<file path="config.mk">
export PLATFORM = sky130hd
export DESIGN_NAME = fetch_unit
export DESIGN_NICKNAME = d
export VERILOG_FILES = /design/src/rtl/fetch_pkg.sv /design/src/rtl/fetch_queue.sv /design/src/rtl/fetch_unit.sv
export SDC_FILE = /design/constraint.sdc
export NUM_CORES = 1
export LEC_CHECK = 0
export ABC_AREA = 1
export BUFFER_PORTS_ARGS = -buffer_cell sky130_fd_sc_hd__buf_4
export CAP_MARGIN = 20
export CORE_MARGIN = 10
export CORE_UTILIZATION = 47
export CTS_CLUSTER_DIAMETER = 100
export DETAILED_ROUTE_END_ITERATION = 12
export PLACE_DENSITY = 0.72
export SYNTH_ARGS = -nofsm -noshare
export SYNTH_HDL_FRONTEND = slang
export SYNTH_SLANG_ARGS = --single-unit
</file>
<file path="constraint.sdc">
create_clock -name clk -period 4.8 [get_ports clk]
set_input_delay 0.96 -clock clk [delete_from_list [all_inputs] [get_ports clk]]
set_output_delay 0.96 -clock clk [all_outputs]
set_load 0.005 [all_outputs]
</file>
<file path="src/rtl/fetch_pkg.sv">
// Shared types and constants for the instruction fetch stage.
package fetch_pkg;

  // Fetch sequencer states: ISSUE sends a request, WAIT holds until the
  // word returns, DRAIN swallows the response of a squashed request.
  typedef enum logic [1:0] {
    ST_ISSUE = 2'd0,
    ST_WAIT  = 2'd1,
    ST_DRAIN = 2'd2
  } fetch_state_e;

  // addi x0, x0, 0 -- presented to decode whenever the queue is empty.
  localparam logic [31:0] NOP_INSTR        = 32'h0000_0013;
  localparam logic [31:0] DEFAULT_RESET_PC = 32'h0040_0000;

  // One queued instruction together with the address it was fetched from.
  typedef struct packed {
    logic [31:0] pc;
    logic [31:0] instr;
  } fetch_entry_t;

  // Instruction fetches are always word aligned; low address bits are dropped.
  function automatic logic [31:0] word_align(input logic [31:0] addr);
    return addr & ~32'd3;
  endfunction

endpackage

</file>
<file path="src/rtl/fetch_queue.sv">
// Two-entry in-order FIFO of fetched {pc, instr} pairs. Entry 0 is always
// the head, so the head is read straight out of a register.
module fetch_queue
  import fetch_pkg::*;
(
  input  logic         clk,
  input  logic         reset,
  input  logic         push_i,
  input  fetch_entry_t push_data_i,
  input  logic         pop_i,
  input  logic         flush_i,
  output logic [1:0]   count_o,
  output fetch_entry_t head_o
);

  fetch_entry_t e0_q, e0_d;
  fetch_entry_t e1_q, e1_d;
  logic [1:0]   cnt_q, cnt_d;
  logic         do_pop;
  logic         do_push;

  // Next-state of the two slots and the occupancy count.
  always_comb begin
    e0_d    = e0_q;
    e1_d    = e1_q;
    cnt_d   = cnt_q;
    do_pop  = pop_i && (cnt_q != 2'd0);
    do_push = push_i && ((cnt_q != 2'd2) || do_pop);
    if (flush_i) begin
      cnt_d = 2'd0;
    end else begin
      unique case ({do_push, do_pop})
        2'b01: begin
          e0_d  = e1_q;
          cnt_d = cnt_q - 2'd1;
        end
        2'b10: begin
          if (cnt_q == 2'd0) e0_d = push_data_i;
          else               e1_d = push_data_i;
          cnt_d = cnt_q + 2'd1;
        end
        2'b11: begin
          // Count is unchanged; the new entry lands behind whatever remains.
          if (cnt_q == 2'd1) begin
            e0_d = push_data_i;
          end else begin
            e0_d = e1_q;
            e1_d = push_data_i;
          end
        end
        default: ;
      endcase
    end
  end

  // Slot and count registers.
  always_ff @(posedge clk or negedge reset) begin
    if (!reset) begin
      e0_q  <= '{pc: 32'd0, instr: NOP_INSTR};
      e1_q  <= '{pc: 32'd0, instr: NOP_INSTR};
      cnt_q <= 2'd0;
    end else begin
      e0_q  <= e0_d;
      e1_q  <= e1_d;
      cnt_q <= cnt_d;
    end
  end

  assign count_o = cnt_q;
  assign head_o  = e0_q;

endmodule

</file>
<file path="src/rtl/fetch_unit.sv">
// Instruction fetch stage: owns the PC, keeps at most one instruction-memory
// read in flight, queues returned words and hands them to decode.
//
// Decode handshake: if_valid_o means the if_* head outputs hold a real
// instruction; the head is consumed on any rising edge where both
// if_valid_o and id_ready_i are high. The if_* outputs come only from
// registers, so id_ready_i never reaches them combinationally.
module fetch_unit
  import fetch_pkg::*;
#(
  parameter logic [31:0] RESET_PC    = DEFAULT_RESET_PC,
  parameter int          QUEUE_DEPTH = 2
) (
  input  logic         clk,
  input  logic         reset,
  output logic         imem_req_o,
  output logic [31:0]  imem_addr_o,
  input  logic         imem_rvalid_i,
  input  logic [31:0]  imem_rdata_i,
  input  logic         redirect_i,
  input  logic [31:0]  redirect_pc_i,
  output logic         if_valid_o,
  input  logic         id_ready_i,
  output logic [31:0]  if_instr_o,
  output logic [6:0]   if_op_o,
  output logic [31:0]  if_pc_o,
  output logic [31:0]  if_pc_plus4_o,
  output fetch_state_e dbg_state_o
);

  localparam logic [1:0] FULL_COUNT = 2'(QUEUE_DEPTH);

  fetch_state_e state_q, state_d;
  logic [31:0]  pc_q, pc_d;
  // Low during the cycle reset releases so the first request lands one
  // cycle later and the request line stays quiet while in reset.
  logic         run_q;
  logic         q_push;
  logic         q_pop;
  logic         q_flush;
  logic [1:0]   q_count;
  fetch_entry_t q_head;
  fetch_entry_t q_push_data;
  logic         req;

  // Sequencer next-state, PC update and request generation.
  always_comb begin
    state_d = state_q;
    pc_d    = pc_q;
    q_push  = 1'b0;
    q_flush = 1'b0;
    req     = 1'b0;
    if (redirect_i) begin
      // A redirect beats every other event: squash, retarget, no request.
      pc_d    = word_align(redirect_pc_i);
      q_flush = 1'b1;
      unique case (state_q)
        ST_ISSUE: state_d = ST_ISSUE;
        ST_WAIT:  state_d = imem_rvalid_i ? ST_ISSUE : ST_DRAIN;
        ST_DRAIN: state_d = ST_DRAIN;
        default:  state_d = ST_ISSUE;
      endcase
    end else begin
      unique case (state_q)
        ST_ISSUE: begin
          if (run_q && (q_count < FULL_COUNT)) begin
            req     = 1'b1;
            state_d = ST_WAIT;
          end
        end
        ST_WAIT: begin
          // A slot was free when this request went out, so the push fits.
          if (imem_rvalid_i) begin
            q_push  = 1'b1;
            pc_d    = pc_q + 32'd4;
            state_d = ST_ISSUE;
          end
        end
        ST_DRAIN: begin
          if (imem_rvalid_i) state_d = ST_ISSUE;
        end
        default: state_d = ST_ISSUE;
      endcase
    end
  end

  // Sequencer state, PC and start-up registers.
  always_ff @(posedge clk or negedge reset) begin
    if (!reset) begin
      state_q <= ST_ISSUE;
      pc_q    <= RESET_PC;
      run_q   <= 1'b0;
    end else begin
      state_q <= state_d;
      pc_q    <= pc_d;
      run_q   <= 1'b1;
    end
  end

  assign q_push_data = '{pc: pc_q, instr: imem_rdata_i};
  assign q_pop       = if_valid_o && id_ready_i;

  fetch_queue u_queue (
    .clk         (clk),
    .reset       (reset),
    .push_i      (q_push),
    .push_data_i (q_push_data),
    .pop_i       (q_pop),
    .flush_i     (q_flush),
    .count_o     (q_count),
    .head_o      (q_head)
  );

  assign imem_req_o    = req;
  assign imem_addr_o   = pc_q;
  assign if_valid_o    = (q_count != 2'd0);
  assign if_instr_o    = if_valid_o ? q_head.instr : NOP_INSTR;
  assign if_pc_o       = if_valid_o ? q_head.pc : 32'd0;
  assign if_op_o       = if_instr_o[6:0];
  assign if_pc_plus4_o = if_pc_o + 32'd4;
  assign dbg_state_o   = state_q;

endmodule

</file>
# After elaboration in Yosys (flattened, before gate mapping)
# Index checks and enable logic that the tools add are counted.
[totals]
ff_bits = 165
inputBits = 69
output_inout_bits = 139
elab_cells = 70
[op_classes]
addsub = 4
n_lt_le_gt_ge = 1
n_eq_ne = 12
muxes = 26
bitwise_logic = 1
reduce_logical = 18
[op_table]
columns = ["op", "n"]
rows = [
  ["$mux W64", 4],
  ["$pmux W64 S3", 1],
  ["$mux W32", 5],
  ["$pmux W64 S2", 1],
  ["$add A32 B3 Y32 const B", 2],
  ["$pmux W2 S2", 3],
  ["$mux W2", 5],
  ["$reduce_bool A2 Y1", 4],
  ["$mux W1", 7],
  ["$eq A2 B1 Y1 const B", 3],
  ["$eq A2 B2 Y1 const B", 3],
  ["$ne A2 B2 Y1 const B", 3],
  ["$reduce_bool A3 Y1", 2],
  ["$logic_and A1 B1 Y1", 4],
  ["$logic_not A2 Y1", 2],
  ["$reduce_and A2 Y1", 2],
  ["$reduce_and A4 Y1", 1],
  ["$ne A3 B1 Y1 const B", 1],
  ["$ne A3 B3 Y1 const B", 1],
  ["$reduce_and A3 Y1", 1],
  ["$add A2 B1 Y2 const B", 1],
  ["$lt A2 B2 Y1 const B", 1],
  ["$ne A2 B1 Y1 const B", 1],
  ["$reduce_or A2 Y1", 1],
  ["3 further kinds", 3],
]

# Longest topological paths before layout
# Gate-level depths: netlist (run 1).
[logic_depth]
depth_word = 8
depth_mapped = 13
depth_no_buf = 12

# By module
# A second synthesis (run 1) with hierarchy kept.
[hier_totals]
hier_cells = 1820
area_unflattened_um2 = 11528.6
[modules_own_cells]
columns = ["module", "n_inst", "cells_each", "area_per_inst_um2", "seq_area_each_um2"]
rows = [
  ["fetch_queue", 1, 1087, 7477.2, 3260.6],
  ["fetch_unit", 1, 733, 4051.4, 827.0],
]

# Least setup slack after synthesis (run 1)
# OpenSTA, ideal clock, no wires.
[synth_timing]
path_type = "reg-to-output"
from = "register u_queue.cnt_q[0], in the netlist u_queue.count_o[0]"
to = "output port if_pc_o[1]"
t_arrival_ps = 1780
required_time_ps = 3840
setup_slack_ps = 2060
stages_incl_launch_ff = 9
n_path_buf = 5
cell_sequence = "dfrtp_1 > inv_1 > ha_1 > buf_6 > buf_4 > clkbuf_1 > clkbuf_1 > nor2_1 > buf_4"
[synth_via]
elab_chain_cells = 2
[synth_lines]
columns = ["element", "line_no", "text"]
rows = [
  ["from (decl)", "fetch_queue.sv:18", "logic [1:0] cnt_q, cnt_d;"],
  ["from (signal assigned)", "fetch_queue.sv:65", "cnt_q <= cnt_d;"],
  ["$reduce_bool A2 Y1", "fetch_unit.sv:116", "assign if_valid_o = (q_count != 2'd0);"],
  ["$mux W32", "fetch_unit.sv:118", "assign if_pc_o = if_valid_o ? q_head.pc : 32'd0;"],
  ["to (decl)", "fetch_unit.sv:26", "output logic [31:0] if_pc_o,"],
]
# No other way between the ends.

# Worst setup path after layout (run 1)
[layout_timing]
from = "register u_queue.cnt_q[0], in the netlist u_queue.count_o[0]"
to = "output port if_pc_plus4_o[30]"
[layout_via]
elab_chain_cells = 3
[layout_lines]
columns = ["element", "line_no", "text"]
rows = [
  ["$reduce_bool A2 Y1", "fetch_unit.sv:116", ""],
  ["$mux W32", "fetch_unit.sv:118", ""],
  ["$add A32 B3 Y32", "fetch_unit.sv:120", "assign if_pc_plus4_o = if_pc_o + 32'd4;"],
  ["to (decl)", "fetch_unit.sv:27", "output logic [31:0] if_pc_plus4_o,"],
]
# No other way between the ends.

==> results of run 1 <==
## per-layer routing
layer  GRT usage [%]  up-vias
met5               0        -
met4            6.43        0
met3            5.66       33
met2            32.8      334
met1            27.8     4165
li1                -     4639
## registers in the layout (all words and copies together) (netlist names)
| name | count |
|---|---|
| u_queue.count_o | 2 |
| u_queue.e1_q | 62 |
| run_q | 1 |
| dbg_state_o | 2 |
| imem_addr_o | 30 |
| u_queue.head_o | 63 |
## metrics by stage
| stage | std cells | util [%] | instance area (um2) | power, mW | setup slack (ns) |
|---|---|---|---|---|---|
| 2_1_floorplan | 1423 | - | 9610 | 3.84 | 2.06 |
| 3_3_place_gp | 1835 | 55.1 | 11100 | 4.83 | 1.24 |
| 3_5_place_dp | 1835 | 55.1 | 11100 | 4.92 | 1.20 |
| 4_1_cts | 1867 | 58.1 | 11700 | 6.30 | 0.736 |
| 5_1_grt | 1867 | 58.1 | 11700 | 6.78 | 0.470 |
| 6_report | 1867 | 58.1 | 11700 | 6.25 | 0.747 |
## cells in the mapped netlist (all sizes together)
master  count
nand2     491
inv       226
dfrtp     153
nor2      153
o21ai     138
nand3     111
buf        49
clkbuf     21
xor2       16
nor3        9
dfstp       7
ha          7
nand3b      7
a21oi       6
xnor2       5
o211ai      4
a31oi       3
or2         3
and2        2
conb        2
o21bai      2
a22o        1
a22oi       1
clkinv      1
nand4       1
o221ai      1
o22ai       1
o31ai       1
## worst paths after layout
path                                           to  slack (ns)  depth (start not counted)
worst max register to register    u_queue.e1_q[8]        1.23                          9
worst min register to register  u_queue.head_o[4]        0.47                          2
worst min-delay path            u_queue.head_o[4]        0.47                          2
min in group asynchronous          imem_addr_o[5]        0.59                          1
worst max-delay path            if_pc_plus4_o[30]        0.75                         13
max in group asynchronous       u_queue.head_o[1]        3.17                          2
## worst max-delay path, cell delays in order (launching register included)
cell and delay, ns:
dfrtp_1 0.39, inv_1 0.08, ha_2 0.40, inv_1 0.49
nand2_1 0.09, inv_1 0.12, nand2_1 0.09, nor2_1 0.30
inv_1 0.07, nor2_1 0.28, nand2_1 0.09, nand2_1 0.06
nand2_1 0.05, buf_4 0.13
## cells by family (layout without fill, tap and decap cells)
family / Yosys count / count (layout) / share of synthesized area, %
DFF: 160 / 160 / 41.8
adders and majority gates: 7 / 7 / 0.912
AOI/OAI and AO/OA: 158 / 158 / 8.69
buffers and inverters: 297 / 471 / 13.7
xor gates and xnor gates: 21 / 21 / 1.91
other: 2 / 3 / 0.0782
and+or+nand+nor: 777 / 777 / 33.0
## power by group through the flow
| stage | Sequential, mW | Clock, mW | Combinational [mW] |
|---|---|---|---|
| after floorplan | 2.18 | 0 | 1.66 |
| after global placement | 2.25 | 0 | 2.59 |
| after detailed placement | 2.27 | 0 | 2.65 |
| after CTS | 2.25 | 1.39 | 2.66 |
| after global routing | 2.33 | 1.45 | 3.00 |
| final | 2.26 | 1.37 | 2.62 |
## final cells by class
cell class | instances | area, um2 | share of cell area [%]
flip-flops and latches | 160 | 4010 | 34.2
repair buffers | 212 | 1620 | 13.8
multi-input cells | 966 | 4290 | 36.6
clock inverters | 13 | 151 | 1.29
clock buffers | 19 | 453 | 3.86
inverters | 227 | 858 | 7.32
well taps | 270 | 338 | 2.88
==> reports/results.ini, run 1 <==
[run_status]
status=complete, no violations

[worst_setup_path]
path_class=flop to output port
start_kind=flop
crit_required_ns=3.84
cp.arrival_ns=3.09
end_kind=output port
startpoint=u_queue.count_o[0]
path_max_fanout=30
rr_startpoint=u_queue.count_o[1]

[synthesis]
ys_ff_latch=160
synth_area_um2=9610
syn_inst=1422
syn_area_per_cell_um2=6.75
ys_seq_area_share_pct=41.8
synth_top_area_share_pct=39.9
synth_area_leaders=dfrtp_1 (40%), nand2_1 (19%), inv_1 (8.7%), o21ai_0 (6.1%), nand3_1 (5.8%)
yosysWarnings=0
synth_area_leader_cell=dfrtp_1
ys_types=40

[clocking]
cts_buffers=17
cts_tree=yes
root_buffer=clkbuf_16
clockBufferDepth=2
clk_latency_ns=0.42
cts.sinks=160
cts_max_level=4
cts.clk_slew.worst_paths_ns=0.07
post_cts_buffers=0
hold_buffers=0
post_cts_resized=0

[power]
p_int_mw=3.80
peakVddDrop_mv=0.319
power_density_nw_per_um2=533
comb_power_share_pct=41.9
p_seq_share_pct=36.2
p_leak_nw=6.41
switchingPower_mw=2.45
power_frac_clock_pct=21.9
switching_share_pct=39.2

[routing]
wl_met3_mm=2.23
ant_nets=0
post_drt_wl_per_cell_um=15.0
met1_length_mm=12.6
viasPerCell=4.91
drc=0
drt_iter0_markers=748
drtPass1Iterations=5
vias=9171
routed.top_layer=met4
wl_met2_mm=12.7
drt_wl_total_mm=28.1

[floorplanning]
start_util_pct=47.6
die_h_um=163
io_pins=208
rows=52
core_area_um2=20200
die_area_um2=26600
die_w_um=163

[global_route]
overflow=0
grt_usage_pct=21.0
antenna_found_initial=0
grt_pass1_wl_mm=45.5
grt_pass1_vias=8933
grt_max_degree=93

[sta]
finalClockSkew_ns=0.0121
post-route-period-util_pct=84.4
tns_ns=0
rsz0062_at_grt=false
worstMarginPinSlew_ns=0.853
max_slew_margin_pct=43.1
setup_viol=0
fmax_mhz=247
hold_viol_final=0
whs_ns=0.465
report.final.slew_viol_count=0
min_period_ns=4.05

[final_layout]
layout_commonest_cell=nand2_1
area_growth_pct=22.0
drive_gt1_share_pct=17.0
layout.nets=1660
nFillCells=1950
layout_common_cells=nand2_1 (487), inv_1 (223), buf_4 (209), dfrtp_1 (153), nor2_1 (146)
diodes=0

[run]
timing.max_cap.violations=0

[placed_design]
dp_hpwl_mm=20.5
gp_congestion=0.975
io_buffers=203

[hold_path]
hp-class=flop to flop
hold_start=u_queue.head_o[4]

Note: power is estimated with default switching activity, not from simulation.
==> inputs of run 2 (changes only) <==
==> constraint.sdc (replaced) <==
create_clock -name clk -period 4.1 [get_ports clk]
set_input_delay 0.82 -clock clk [delete_from_list [all_inputs] [get_ports clk]]
set_output_delay 0.82 -clock clk [all_outputs]
set_load 0.005 [all_outputs]
==> run 2 against run 1 <==
Against the previous run:
- non-clock buffer count up 6
- clock skew up 0.00070 ns
- critical path depth down 3
- clock power rose by 18%
- core utilization is 0.24 points higher
- clock-buffer cell count unchanged
- first-iteration DRC count decreased by 16%
- combinational power grew 18%
- global-route usage shrank 0.28 points
- final cell count increased by 0.32%
- hold slack worse by 0.081 ns
- critical path type unchanged
- largest cell class unchanged
- largest power group unchanged
==> reports/results.ini, run 2 (synthesis gave the netlist of run 1 again) <==
[final_layout]
nFillCells=2005
largest_register_ffs=63
area_growth_pct=22.5
diodes=0
layout_commonest_cell=nand2_1
layout_common_cells=nand2_1 (487), inv_1 (223), buf_4 (215), dfrtp_1 (153), nor2_1 (146)
layout.nets=1666
drive_gt1_share_pct=17.3

[sta]
min_period_ns=3.74
report.final.slew_viol_count=0
hold_viol_final=0
max_slew_margin_pct=51.3
finalClockSkew_ns=0.0128
tns_ns=0
worstMarginPinSlew_ns=0.731
setup_viol=0
fmax_mhz=267
post-route-period-util_pct=91.2
rsz0062_at_grt=false

[worst_setup_path]
cp.arrival_ns=2.92
startpoint=u_queue.count_o[0]
rrSetupSlack_ns=1.02
crit_required_ns=3.28
end_kind=output port
rr_startpoint=u_queue.count_o[1]
start_kind=flop
ff2ff_path_depth=10
cp-endpoint=if_pc_plus4_o[17]
worstReg2RegEnd=u_queue.e1_q[16]
path_max_fanout=31
path_class=flop to output port

[clocking]
cts.sinks=160
clk_latency_ns=0.43
root_buffer=clkbuf_16
cts_tree=yes
post_cts_resized=0
post_cts_buffers=0
hold_buffers=0
cts_buffers=17
cts.clk_slew.worst_paths_ns=0.07
cts_max_level=4
clockBufferDepth=2

[global_route]
antenna_found_initial=0
grt_pass1_wl_mm=44.9
grt_max_degree=71
grt_usage_pct=20.7
grt_pass1_vias=8566
overflow=0

[floorplanning]
die_w_um=163
rows=52
start_util_pct=47.6
die_area_um2=26600
die_h_um=163
io_pins=208
core_area_um2=20200

[routing]
post_drt_wl_per_cell_um=15.0
ant_nets=0
vias=9250
drt_iter0_markers=629
viasPerCell=4.94
drt_wl_total_mm=28.0
drc=0
drtPass1Iterations=6

[power]
power_frac_clock_pct=22.0
p_leak_nw=6.45
switchingPower_mw=2.88
switching_share_pct=39.2
peakVddDrop_mv=0.312
comb_power_share_pct=41.9
power_density_nw_per_um2=624
power_mw=7.34
p_int_mw=4.47
p_seq_share_pct=36.1

[placed_design]
dp_hpwl_mm=20.6
io_buffers=203
gp_congestion=0.958

[run_status]
status=complete, no violations

[hold_path]
hp-class=input pin to async pin

[run]
timing.max_cap.violations=0

-- run 2: worst min-delay path by stage --
stage,slack [ns],end,startpoint
6_report,0.38,imem_addr_o[9],reset
5_1_grt,0.44,imem_addr_o[3],reset
4_1_cts,0.42,imem_addr_o[9],reset
3_5_place_dp,0.46,u_queue.head_o[0],u_queue.head_o[0]
3_3_place_gp,0.45,u_queue.head_o[1],u_queue.head_o[1]
2_1_floorplan,0.44,u_queue.head_o[0],u_queue.head_o[0]
-- run 2: final cells by class --
| cell class | instances | area, um2 | share of cell area [%] |
|---|---|---|---|
| multi-input cells | 966 | 4290 | 36.4 |
| flip-flops and latches | 160 | 4010 | 34.1 |
| repair buffers | 218 | 1670 | 14.2 |
| inverters | 227 | 858 | 7.29 |
| clock buffers | 19 | 453 | 3.85 |
| well taps | 270 | 338 | 2.87 |
| clock inverters | 13 | 154 | 1.31 |
-- run 2: worst max-delay path, stage by stage (launching register included) --
cell and delay, ns:
dfrtp_1 0.39, inv_1 0.08, ha_2 0.41, nor2_1 0.33, nand2_1 0.23, nor2_2 0.24, inv_1 0.08, nor2_1 0.29
nand2_1 0.13, xnor2_1 0.17, buf_4 0.14
-- run 2: per-layer routing --
layer  vias up  GRT usage [%]  part of all wire, %
li1       4665              -                    -
met1      4278           28.4                   47
met2       272           31.6                   45
met3        35           5.16                  6.3
met4         0           6.23                  1.8
met5         -              0                    0
-- run 2: stage by stage --
step	cells	cell area (um2)	setup slack, ns	hold slack [ns]	util [%]
after floorplan	1423	9610	1.50	0.443	-
final	1873	11800	0.361	0.384	58.3
after global routing	1873	11800	0.131	0.435	58.3
after global placement	1841	11200	0.854	0.454	55.3
after CTS	1873	11800	0.335	0.423	58.3
after detailed placement	1841	11200	0.804	0.458	55.3
-- run 2: power groups by stage --
stage | Clock [mW] | Sequential, mW | Combinational [mW]
global placement | 0 | 2.64 | 3.04
CTS | 1.64 | 2.64 | 3.12
finish | 1.61 | 2.65 | 3.08
floorplan | 0 | 2.55 | 1.95
global route | 1.71 | 2.73 | 3.50
detailed placement | 0 | 2.66 | 3.10
==> inputs of run 3 (changes only) <==
--- a/config.mk
+++ b/config.mk
@@ -9,10 +9,10 @@
 export BUFFER_PORTS_ARGS = -buffer_cell sky130_fd_sc_hd__buf_4
 export CAP_MARGIN = 20
 export CORE_MARGIN = 10
-export CORE_UTILIZATION = 47
+export CORE_UTILIZATION = 35
 export CTS_CLUSTER_DIAMETER = 100
 export DETAILED_ROUTE_END_ITERATION = 12
-export PLACE_DENSITY = 0.72
+export PLACE_DENSITY = 0.56
 export SYNTH_ARGS = -nofsm -noshare
 export SYNTH_HDL_FRONTEND = slang
 export SYNTH_SLANG_ARGS = --single-unit
==> constraint.sdc (replaced) <==
create_clock -name clk -period 3.6 [get_ports clk]
set_input_delay 0.72 -clock clk [delete_from_list [all_inputs] [get_ports clk]]
set_output_delay 0.72 -clock clk [all_outputs]
set_load 0.005 [all_outputs]
==> run 3 against run 2 <==
Against the previous run:
- clock skew up 0.0030 ns
- sequential cell count unchanged
- design area up 1.2%
- sequential share of layout area down 0.41 points
- total power up 14%
- core utilization down 14 points
- global-route usage down 3.2 points
- hold slack worse by 0.043 ns
- critical endpoint is now if_pc_plus4_o[27]
- final cell count up 3.9%
- critical path depth up 2
- combinational power up 16%
==> reports/results.ini, run 3 (synthesis gave the netlist of run 1 again) <==
[run_status]
status=complete, no violations

[power]
p_leak_nw=6.46
peakVddDrop_mv=0.313
power_density_nw_per_um2=704

[routing]
post_drt_wl_per_cell_um=15.4
vias=9029
drtPass1Iterations=6
drc=0
ant_nets=0
drt_wl_total_mm=29.9
viasPerCell=4.64
drt_iter0_markers=702

[final_layout]
diodes=0
drive_gt1_share_pct=17.8
final_cell_area_um2=11900
largest_register_ffs=63
layout.nets=1668
area_growth_pct=24.0
layout_commonest_cell=nand2_1
layout_common_cells=nand2_1 (486), inv_1 (223), buf_4 (214), dfrtp_1 (153), nor2_1 (141)
final_core_util_pct=44.2

[worst_setup_path]
path_buf_inv=3
path_cells=inv_1 -> ha_2 -> buf_4 -> nor2_1 -> nand2_1 -> nor2_1 -> nand2_1 -> nor2_1 -> nand2_1 -> nand2_1 -> nand2_1 -> buf_4
crit_slowest_cell=dfrtp_1
critical_path.most_common_cell=nand2_1
rr_startpoint=u_queue.count_o[0]
rrSetupSlack_ns=0.91
start_kind=flop
path_max_fanout=26
path_class=flop to output port
cp_top_family=simple AND/OR/NAND/NOR gates
cp_slowest_stage_delay_ns=0.38
end_kind=output port
worstReg2RegEnd=u_queue.head_o[60]
cp.arrival_ns=2.67
crit_required_ns=2.88
ff2ff_path_depth=11

[sta]
rsz0062_at_grt=true
post-route-period-util_pct=94.2
max_slew_margin_pct=45.9
worstMarginPinSlew_ns=0.812
min_period_ns=3.39
fmax_mhz=295
hold_viol_final=0
finalClockSkew_ns=0.0158
setup_viol=0
report.final.slew_viol_count=0
whs_ns=0.341

[clocking]
cts.clk_slew.worst_paths_ns=0.07
cts_buffers=17
post_cts_buffers=0
cts_max_level=4
root_buffer=clkbuf_16
cts.sinks=160
hold_buffers=0
clk_latency_ns=0.44
clockBufferDepth=2
cts_tree=yes

[floorplanning]
core_area_um2=27000
die_area_um2=34500
start_util_pct=35.6
die_h_um=186
die_w_um=186
rows=60
io_pins=208

[global_route]
grt_use_met3_pct=3.94
grt_pass1_wl_mm=48.4
grt_pass1_vias=8818
grt_max_degree=85
busiest_layer=met2
use_met2_pct=26.9
overflow=0
antenna_found_initial=0
grtUsageMet1_pct=24.4
grt_usage_pct=17.5

[placed_design]
placed_area_um2=11300
io_buffers=203
dp_hpwl_mm=22.2
gp_congestion=0.853

[run]
timing.max_cap.violations=0

[hold_path]
hp-class=input pin to async pin

run 3: cell count changes in the layout (fill, tap and decap cells not counted), sizes merged:
cell      previous run  this run
bufinv               2         1
clkinvlp             1         2
buf                218       220
clkbuf              19        17
inv                230       236
clkinv               7         3
run 3: timing repair:
| action | CTS | global route |
|---|---|---|
| gates resized for setup | 0 | 7 |
| endpoints found under the hold margin | 0 | 0 |
| setup endpoints to repair | 0 | 16 |
run 3: layout make-up:
type                            count  area, um2
Timing Repair Buffer              220       1720
Fill cell                        2838      15000
Tap cell                          341        427
Clock buffer                       17        425
Multi-Input combinational cell    966       4310
Sequential cell                   160       4010
Inverter                          227        858
Clock inverter                     15        164
run 3: worst register-to-register path, cell delays in order (launching register included):
cell     delay (ns)
dfrtp_1        0.38
inv_1          0.08
ha_2           0.26
inv_1          0.28
nand2_1        0.22
nor2_2         0.23
nand2_1        0.15
nand2_2        0.35
buf_12         0.26
o21ai_0        0.13
nand3_1        0.18
nand2_1        0.07
run 3: where the power goes:
part,internal (mW),leakage (nW),switching (mW)
registers,2.53,2.00,0.485
logic,1.52,4.17,2.05
clock network,0.988,0.286,0.820
total,5.03,6.46,3.35
run 3: per-layer routing:
layer,share of wire (%),wire [um]
met2,44,13300
met4,0.98,293
met3,6.5,1950
met1,48,14400
met5,0,0
run 3: how the worst max path moves through the flow:
stage / start / end / slack [ns] / depth (start not counted)
after CTS: u_queue.count_o[0] / if_pc_plus4_o[17] / 0.12 / 10
after global routing: u_queue.count_o[0] / if_pc_plus4_o[27] / -0.002 / 13
after global placement: u_queue.count_o[0] / if_pc_plus4_o[17] / 0.61 / 10
final: u_queue.count_o[0] / if_pc_plus4_o[27] / 0.21 / 12
after floorplan: u_queue.count_o[0] / if_pc_o[1] / 1.10 / 8
after detailed placement: u_queue.count_o[0] / if_pc_plus4_o[17] / 0.59 / 10
run 3: per-stage QoR:
step	power [mW]	worst slack [ns]	cells	TNS (ns)
floorplan	5.12	1.10	1423	0
global placement	6.57	0.610	1914	0
detailed placement	6.64	0.585	1914	0
CTS	8.50	0.121	1946	0
global route	9.17	-0.00243	1946	-0.00243
finish	8.38	0.207	1946	0
